[src/rtl/ysyx_040066_clint.sv]
// Core-local interruptor: MMIO mtime/mtimecmp timer and the machine-timer interrupt
// request/clear handshake toward the CSR file.
module ysyx_040066_clint #(
  parameter logic [63:0] BASE     = 64'h0200_0000,
  parameter int unsigned TICK_DIV = 1
) (
  input  logic        clk,
  input  logic        rst,
  input  logic        req_valid,
  output logic        req_ready,
  input  logic        req_wen,
  input  logic [63:0] req_addr,
  input  logic [63:0] req_wdata,
  input  logic [7:0]  req_wmask,
  output logic        resp_valid,
  input  logic        resp_ready,
  output logic [63:0] resp_rdata,
  output logic        resp_err,
  input  logic [63:0] mie,
  input  logic [63:0] mstatus,
  output logic        intr_req,
  output logic [63:0] intr_no,
  output logic [63:0] intr_tval,
  input  logic        intr_ack,
  output logic        clear_mip,
  output logic        mtip
);

  localparam int unsigned DW = (TICK_DIV > 1) ? $clog2(TICK_DIV) : 1;

  typedef enum logic {B_IDLE, B_RESP} bus_state_e;
  typedef enum logic [1:0] {I_IDLE, I_REQ, I_WAIT} irq_state_e;

  bus_state_e  bus_q;
  irq_state_e  irq_q;

  logic [DW-1:0] div_q, div_d;
  logic [63:0]   mtime_q, mtime_d;
  logic [63:0]   mtimecmp_q, mtimecmp_d;
  logic          mtip_q;
  logic          req_ready_q, resp_valid_q, resp_err_q;
  logic [63:0]   resp_rdata_q;
  logic          intr_req_q, clear_mip_q;

  logic          tick, accept, sel_time, sel_cmp, irq_en;
  logic [63:0]   bmask, rd_sel;

  logic unused_csr_bits;
  assign unused_csr_bits = ^{mie[63:8], mie[6:0], mstatus[63:4], mstatus[2:0]};

  always_comb begin
    tick     = (div_q == DW'(TICK_DIV - 1));
    div_d    = tick ? '0 : div_q + DW'(1);
    accept   = req_valid && req_ready_q;
    sel_time = (req_addr == BASE + 64'hBFF8);
    sel_cmp  = (req_addr == BASE + 64'h4000);
    irq_en   = mie[7] && mstatus[3];

    bmask = '0;
    for (int unsigned i = 0; i < 8; i++) begin
      bmask[i*8 +: 8] = {8{req_wmask[i]}};
    end

    // A write to mtime replaces the tick: unmasked bytes keep the pre-tick value.
    mtime_d = tick ? mtime_q + 64'd1 : mtime_q;
    if (accept && req_wen && sel_time) begin
      mtime_d = (mtime_q & ~bmask) | (req_wdata & bmask);
    end

    mtimecmp_d = mtimecmp_q;
    if (accept && req_wen && sel_cmp) begin
      mtimecmp_d = (mtimecmp_q & ~bmask) | (req_wdata & bmask);
    end

    rd_sel = '0;
    if (!req_wen && sel_time) rd_sel = mtime_q;
    if (!req_wen && sel_cmp)  rd_sel = mtimecmp_q;
  end

  always_ff @(posedge clk) begin
    if (rst) begin
      div_q      <= '0;
      mtime_q    <= '0;
      mtimecmp_q <= '1;
      mtip_q     <= 1'b0;
    end else begin
      div_q      <= div_d;
      mtime_q    <= mtime_d;
      mtimecmp_q <= mtimecmp_d;
      mtip_q     <= (mtime_d >= mtimecmp_d);
    end
  end

  always_ff @(posedge clk) begin
    if (rst) begin
      bus_q        <= B_IDLE;
      req_ready_q  <= 1'b1;
      resp_valid_q <= 1'b0;
      resp_rdata_q <= '0;
      resp_err_q   <= 1'b0;
    end else begin
      case (bus_q)
        B_IDLE: begin
          if (accept) begin
            bus_q        <= B_RESP;
            req_ready_q  <= 1'b0;
            resp_valid_q <= 1'b1;
            resp_rdata_q <= rd_sel;
            resp_err_q   <= !(sel_time || sel_cmp);
          end
        end
        B_RESP: begin
          if (resp_ready) begin
            bus_q        <= B_IDLE;
            req_ready_q  <= 1'b1;
            resp_valid_q <= 1'b0;
            resp_rdata_q <= '0;
            resp_err_q   <= 1'b0;
          end
        end
        default: bus_q <= B_IDLE;
      endcase
    end
  end

  always_ff @(posedge clk) begin
    if (rst) begin
      irq_q       <= I_IDLE;
      intr_req_q  <= 1'b0;
      clear_mip_q <= 1'b0;
    end else begin
      clear_mip_q <= 1'b0;
      case (irq_q)
        I_IDLE: begin
          if (mtip_q && irq_en) begin
            irq_q      <= I_REQ;
            intr_req_q <= 1'b1;
          end
        end
        I_REQ: begin
          // Ack wins over a same-cycle enable/mtip drop: the core has already trapped.
          if (intr_ack) begin
            irq_q      <= I_WAIT;
            intr_req_q <= 1'b0;
          end else if (!(mtip_q && irq_en)) begin
            irq_q      <= I_IDLE;
            intr_req_q <= 1'b0;
          end
        end
        I_WAIT: begin
          if (!mtip_q) begin
            irq_q       <= I_IDLE;
            clear_mip_q <= 1'b1;
          end
        end
        default: begin
          irq_q      <= I_IDLE;
          intr_req_q <= 1'b0;
        end
      endcase
    end
  end

  assign req_ready  = req_ready_q;
  assign resp_valid = resp_valid_q;
  assign resp_rdata = resp_rdata_q;
  assign resp_err   = resp_err_q;
  assign intr_req   = intr_req_q;
  assign intr_no    = 64'h8000_0000_0000_0007;
  assign intr_tval  = '0;
  assign clear_mip  = clear_mip_q;
  assign mtip       = mtip_q;

endmodule

[config.mk]
export PLATFORM = sky130hd
export DESIGN_NAME = ysyx_040066_clint
export DESIGN_NICKNAME = d
export VERILOG_FILES = /design/src/rtl/ysyx_040066_clint.sv
export SDC_FILE = /design/constraint.sdc
export NUM_CORES = 1
export LEC_CHECK = 0
export ABC_AREA = 1
export BUFFER_PORTS_ARGS = -buffer_cell sky130_fd_sc_hd__buf_2
export CAP_MARGIN = 0
export CORE_ASPECT_RATIO = 0.6
export CORE_UTILIZATION = 40
export DETAILED_ROUTE_END_ITERATION = 16
export PLACE_DENSITY = 0.65
export SLEW_MARGIN = 15
export SYNTH_ARGS = -nofsm -noshare
export SYNTH_HDL_FRONTEND = slang
export SYNTH_SLANG_ARGS = --single-unit
[constraint.sdc]
create_clock -name clk -period 6.72 [get_ports clk]
set_clock_uncertainty 0.1 [all_clocks]
set_input_delay 0.672 -clock clk [delete_from_list [all_inputs] [get_ports clk]]
set_output_delay 0.672 -clock clk [all_outputs]
set_load 0.01 [all_outputs]
Word level (Yosys, flattened, before mapping). Cells that the tools add are included.

Bits in registers: 202. Latch bits: 0. Bits in writable memories: 0. Memory bits (read-only): 0. Input bits: 270. Output and inout port bits: 198. Logic and storage cells: 79. Memories: 0.

$add $sub $neg: 2. Multipliers: 0. Div/mod/pow operators: 0. Order comparisons: 1. Eq/ne operators: 9. Shift-type cells: 0. Multiplexer cells: 29. Bitwise operators: 9. Reduce and logical (&&, ||, !) cells: 17.

Operator list (count): two-way mux 64 bit (7); bitwise AND 64 bit (3); == test 64 x 26 -> 1 bit, second input constant (2); bitwise OR 64 bit (2); one-hot mux 64 bit (2 select lines) (1); adder 64 x 1 -> 64 bit, second input constant (1); >= comparator 64 bit (1); NOT 64 bit (1); two-way mux 1 bit (11); logical AND 1 bit (8); two-way mux 2 bit (4); inequality test 2 bit, second input constant (4); one-hot mux 1 bit (2 select lines) (4); one-hot mux 2 bit (3 select lines) (1); AND reduction 3 bit (2); OR reduction 2 bit (2); inequality test 3 bit, second input constant (1); NOT 1 bit (3); one-hot mux 1 bit (3 select lines) (1); == test 2 x 1 -> 1 bit, second input constant (1); == test 2 bit, second input constant (1); zero test 1 bit (2); zero test 2 bit (1); AND reduction 2 bit (1); 2 further kinds (2).

Longest topological paths before layout.
Word-level depth: 6. Depth in mapped cells: 25. Depth with buffers taken out: 24.

Worst setup path before layout. OpenSTA, ideal clock, no wires.

Kind: input to register. Start: input req_addr[63]. End: register mtip_q, in the netlist mtip. Library setup time: 70 ps. Arrival time: 2958 ps. Data required time: 6550 ps. Path slack: 3592 ps. Cell stages on the path: 21. Buffers on the path: 2. Path through: nor2_1 -> nand2_1 -> nor2_1 -> nand2_1 -> nor2_4 -> nand2_2 -> nor2_4 -> inv_2 -> buf_6 -> buf_2 -> o21ai_1 -> inv_1 -> ha_1 -> nand2_1 -> nor3_1 -> nand3_1 -> nor2_1 -> nor2_1 -> nand2_1 -> nand2_1 -> a21oi_1.

Cells in the longest elaborated chain, start to end: 4. Elaborated cells between the ends (all ways): 7. Those cells by class: order compare: 1; eq/ne: 2; mux: 2; reduce/logical: 2.

Ends and longest elaborated chain: from (decl) (RTL line 12) `input logic [63:0] req_addr,`; == test 64 x 26 -> 1 bit (RTL line 55) `sel_time = (req_addr == BASE + 64'hBFF8);`; logical AND 1 bit (RTL line 66) `if (accept && req_wen && sel_time) begin`; two-way mux 64 bit (RTL line 66); named net mtime_d[15] (RTL line 38) `logic [63:0] mtime_q, mtime_d;`; >= comparator 64 bit (RTL line 90) `mtip_q <= (mtime_d >= mtimecmp_d);`; to (signal assigned) (RTL line 90); to (decl) (RTL line 40) `logic mtip_q;`.

The timed path passes the listed nets, and every way through them passes these cells. A chain may end at the register's enable or synchronous reset.

Worst setup path in the final report.
Start: input req_addr[61]. End: register mtip_q, in the netlist mtip.

The elaborated chain is that of the path after synthesis.

==> flow_summary.toml <==
[grt]
grt_use_total_pct = 28.50
grt_pass1_wl_mm = 80.85
grt_pass1_vias = 14080
gr-total-overflow = 0
antenna_found_initial = 1
grt_max_degree = 59

[clock_network]
post_cts_buffers = 0
clock_path_buffers = 3
cts_sinks = 202
htree_num_levels = 1
cts_tree = "done"
hold_buffers = 0
clkTransAtPathRegs_ps = 60
cts-resized-gates = 0
clock_latency_ps = 550
root_buffer = "clkbuf_16"
numCtsBuffers = 22

[sta]
min_period_over_period_pct = 67.01
fin_setup_tns_ps = 0
final_hold_viol_count = 0
slew_headroom_pct = 28.73
rsz0062_at_grt = "no"
maxSlewViolCount = 0
fin_crit_ps = 4503
max_freq_ghz = 0.2221
finalSetupViolCount = 0
worstMarginPinSlew_ps = 1065

[logic_synthesis]
synth_area_um2 = 14560
yosysWarningCount = 0
synth_edf_count = 0
ys_ff_latch = 202
synthTopCellsByArea = "dfxtp_1 (28%), nand2_1 (15%), nor2_1 (10%)"
ys_async_sr_fraction_pct = 0
seq_area_frac_synth_pct = 27.77
synth_top_area_share_pct = 27.77
synth_cell_types = 39
syn_inst = 2416
yosys.area.top_type = "dfxtp_1"
syn_avg_cell_area_um2 = 6.028
ys.flop_type = "dfxtp_1"

[power_and_ir_drop]
powerDensity_nw_per_um2 = 164.6
power_mw = 2.680
leakage_nw = 8.855
ir_drop_mv = 0.1538

[detailed_routing]
via_count = 15680
drtIter0Drc = 1720
firstDrtPassIters = 6
vias_per_cell = 5.101
ant_nets = 0
wire_per_inst_um = 17.51
drc_errors = 0
wl_mm = 53.82

[critical_path]
crit_fanout = 37
endpoint_kind = "flip-flop"
crit_path_top_delay_cell = "nor2_4"
worstPathRequired_ps = 7010
path_common_cell = "nand2_1"
start_kind = "input pin"
critPathKind = "input pin to flip-flop"
cp.arrival_ps = 4800
cp_cell_sequence = "buf_2 > nor2_1 > nand2_1 > nor2_1 > nand2_1 > nor2_4 > buf_4 > nand2_1 > nor2_4 > inv_2 > nand3_1 > nand2_1 > ha_1 > nand4_1 > nor3_1 > nand3_1 > nor2_1 > nor2_1 > nand2_1 > nand2_1 > a21oi_1"
slowest_delay_ps = 490

[layout]
layout_commonest_cell = "nand2_1"
syn_to_final_growth_pct = 11.77
fin_nets = 2929
drive_above_1_share_pct = 13.58
num_antenna_cells = 0
final_cell_mix = "nand2_1 (592), nor2_1 (383), inv_1 (283)"
nFillCells = 3815

[floorplan]
rows = 53
initial_core_util_pct = 41.12
core_um2 = 35410
die_x_um = 248.3
dieArea_um2 = 37200
dieHeight_um = 149.8
ios = 468

[job]
drv_cap = 0

[hold_path]
hp-class = "input pin to flip-flop"

[placed_design]
portBuffers = 213
gp_congestion = 0.9816
dp_hpwl_mm = 41.21

[run_status]
status = "complete, no violations"
-- per-layer routing --
layer | up-vias | wire, um | GRT usage, %
met3 | 65 | 6434 | 8.519
met1 | 7151 | 25610 | 42.75
met2 | 725 | 20890 | 39.47
met5 | - | 40 | 0.8021
li1 | 7737 | - | -
met4 | 2 | 844 | 5.183
-- where the power goes --
group / internal (mW) / switching (mW)
Sequential: 1.20 / 0.00383
Combinational: 0.0637 / 0.185
Clock: 0.688 / 0.538
Total: 1.95 / 0.727
-- layout make-up --
type | count | area [um2] | share of cell area (%)
well taps | 467 | 584.3 | 3.590
flip-flops and latches | 202 | 4044 | 24.84
clock buffers | 34 | 676.9 | 4.159
inverters | 342 | 1284 | 7.887
multi-input cells | 1787 | 8409 | 51.66
repair buffers | 239 | 1264 | 7.764
clock inverters | 3 | 15.01 | 0.09224
-- synthesized netlist by cell type, types with 49 or more instances --
master / instances
a21oi_1: 119
buf_4: 130
clkbuf_1: 59
dfxtp_1: 202
ha_1: 65
inv_1: 284
inv_2: 52
nand2_1: 592
nand3_1: 143
nand4_1: 67
nor2_1: 387
nor3_1: 72
o21ai_0: 75
o21ai_1: 49
-- critical path: cells and delay by family --
family	cells	cell delay [ps]
adder cells (fa/ha/maj)	1	300
buffers and inverters	3	830
AO/OA/AOI/OAI	1	330
AND/OR/NAND/NOR	16	2660
-- cells by family after synthesis --
family | Yosys count | share of synthesized area (%)
AOI/OAI and AO/OA | 269 | 9.674
xor gates and xnor gates | 25 | 1.504
adders and majority gates | 65 | 5.585
buffers and inverters | 554 | 17.86
DFF | 202 | 27.77
other | 2 | 0.05157
and+or+nand+nor | 1299 | 37.55
-- stage by stage --
stage / hold slack (ps) / utilization [%] / cells / setup slack, ps / area (um2)
2_1_floorplan: 355.6 / - / 2543 / 3592 / 15040
3_3_place_gp: 333.8 / 44.01 / 3037 / 1853 / 15580
3_5_place_dp: 336.8 / 44.01 / 3037 / 1859 / 15580
4_1_cts: 271.8 / 45.96 / 3074 / 2397 / 16280
5_1_grt: 302.0 / 45.96 / 3074 / 2066 / 16280
6_report: 287.2 / 45.96 / 3074 / 2217 / 16280
-- sequential cells by signal, summed over array words and instances, names as in the netlist --
name and count:
bus_q 1, clear_mip 1, div_q 1, intr_req 1
irq_q 2, mtime_q 64, mtimecmp_q 64, mtip 1
req_ready 1, resp_err 1, resp_rdata 64, resp_valid 1
-- final timing paths --
path,start,cells past startpoint,slack [ps],endpoint
worst max-delay path,req_addr[61],21,2220,mtip
worst min-delay path,intr_ack,2,290,irq_q[0]
worst max register to register,mtime_q[0],16,2610,mtip
worst min register to register,resp_rdata[45],2,350,resp_rdata[45]
Note: power is estimated with default switching activity, not from simulation.
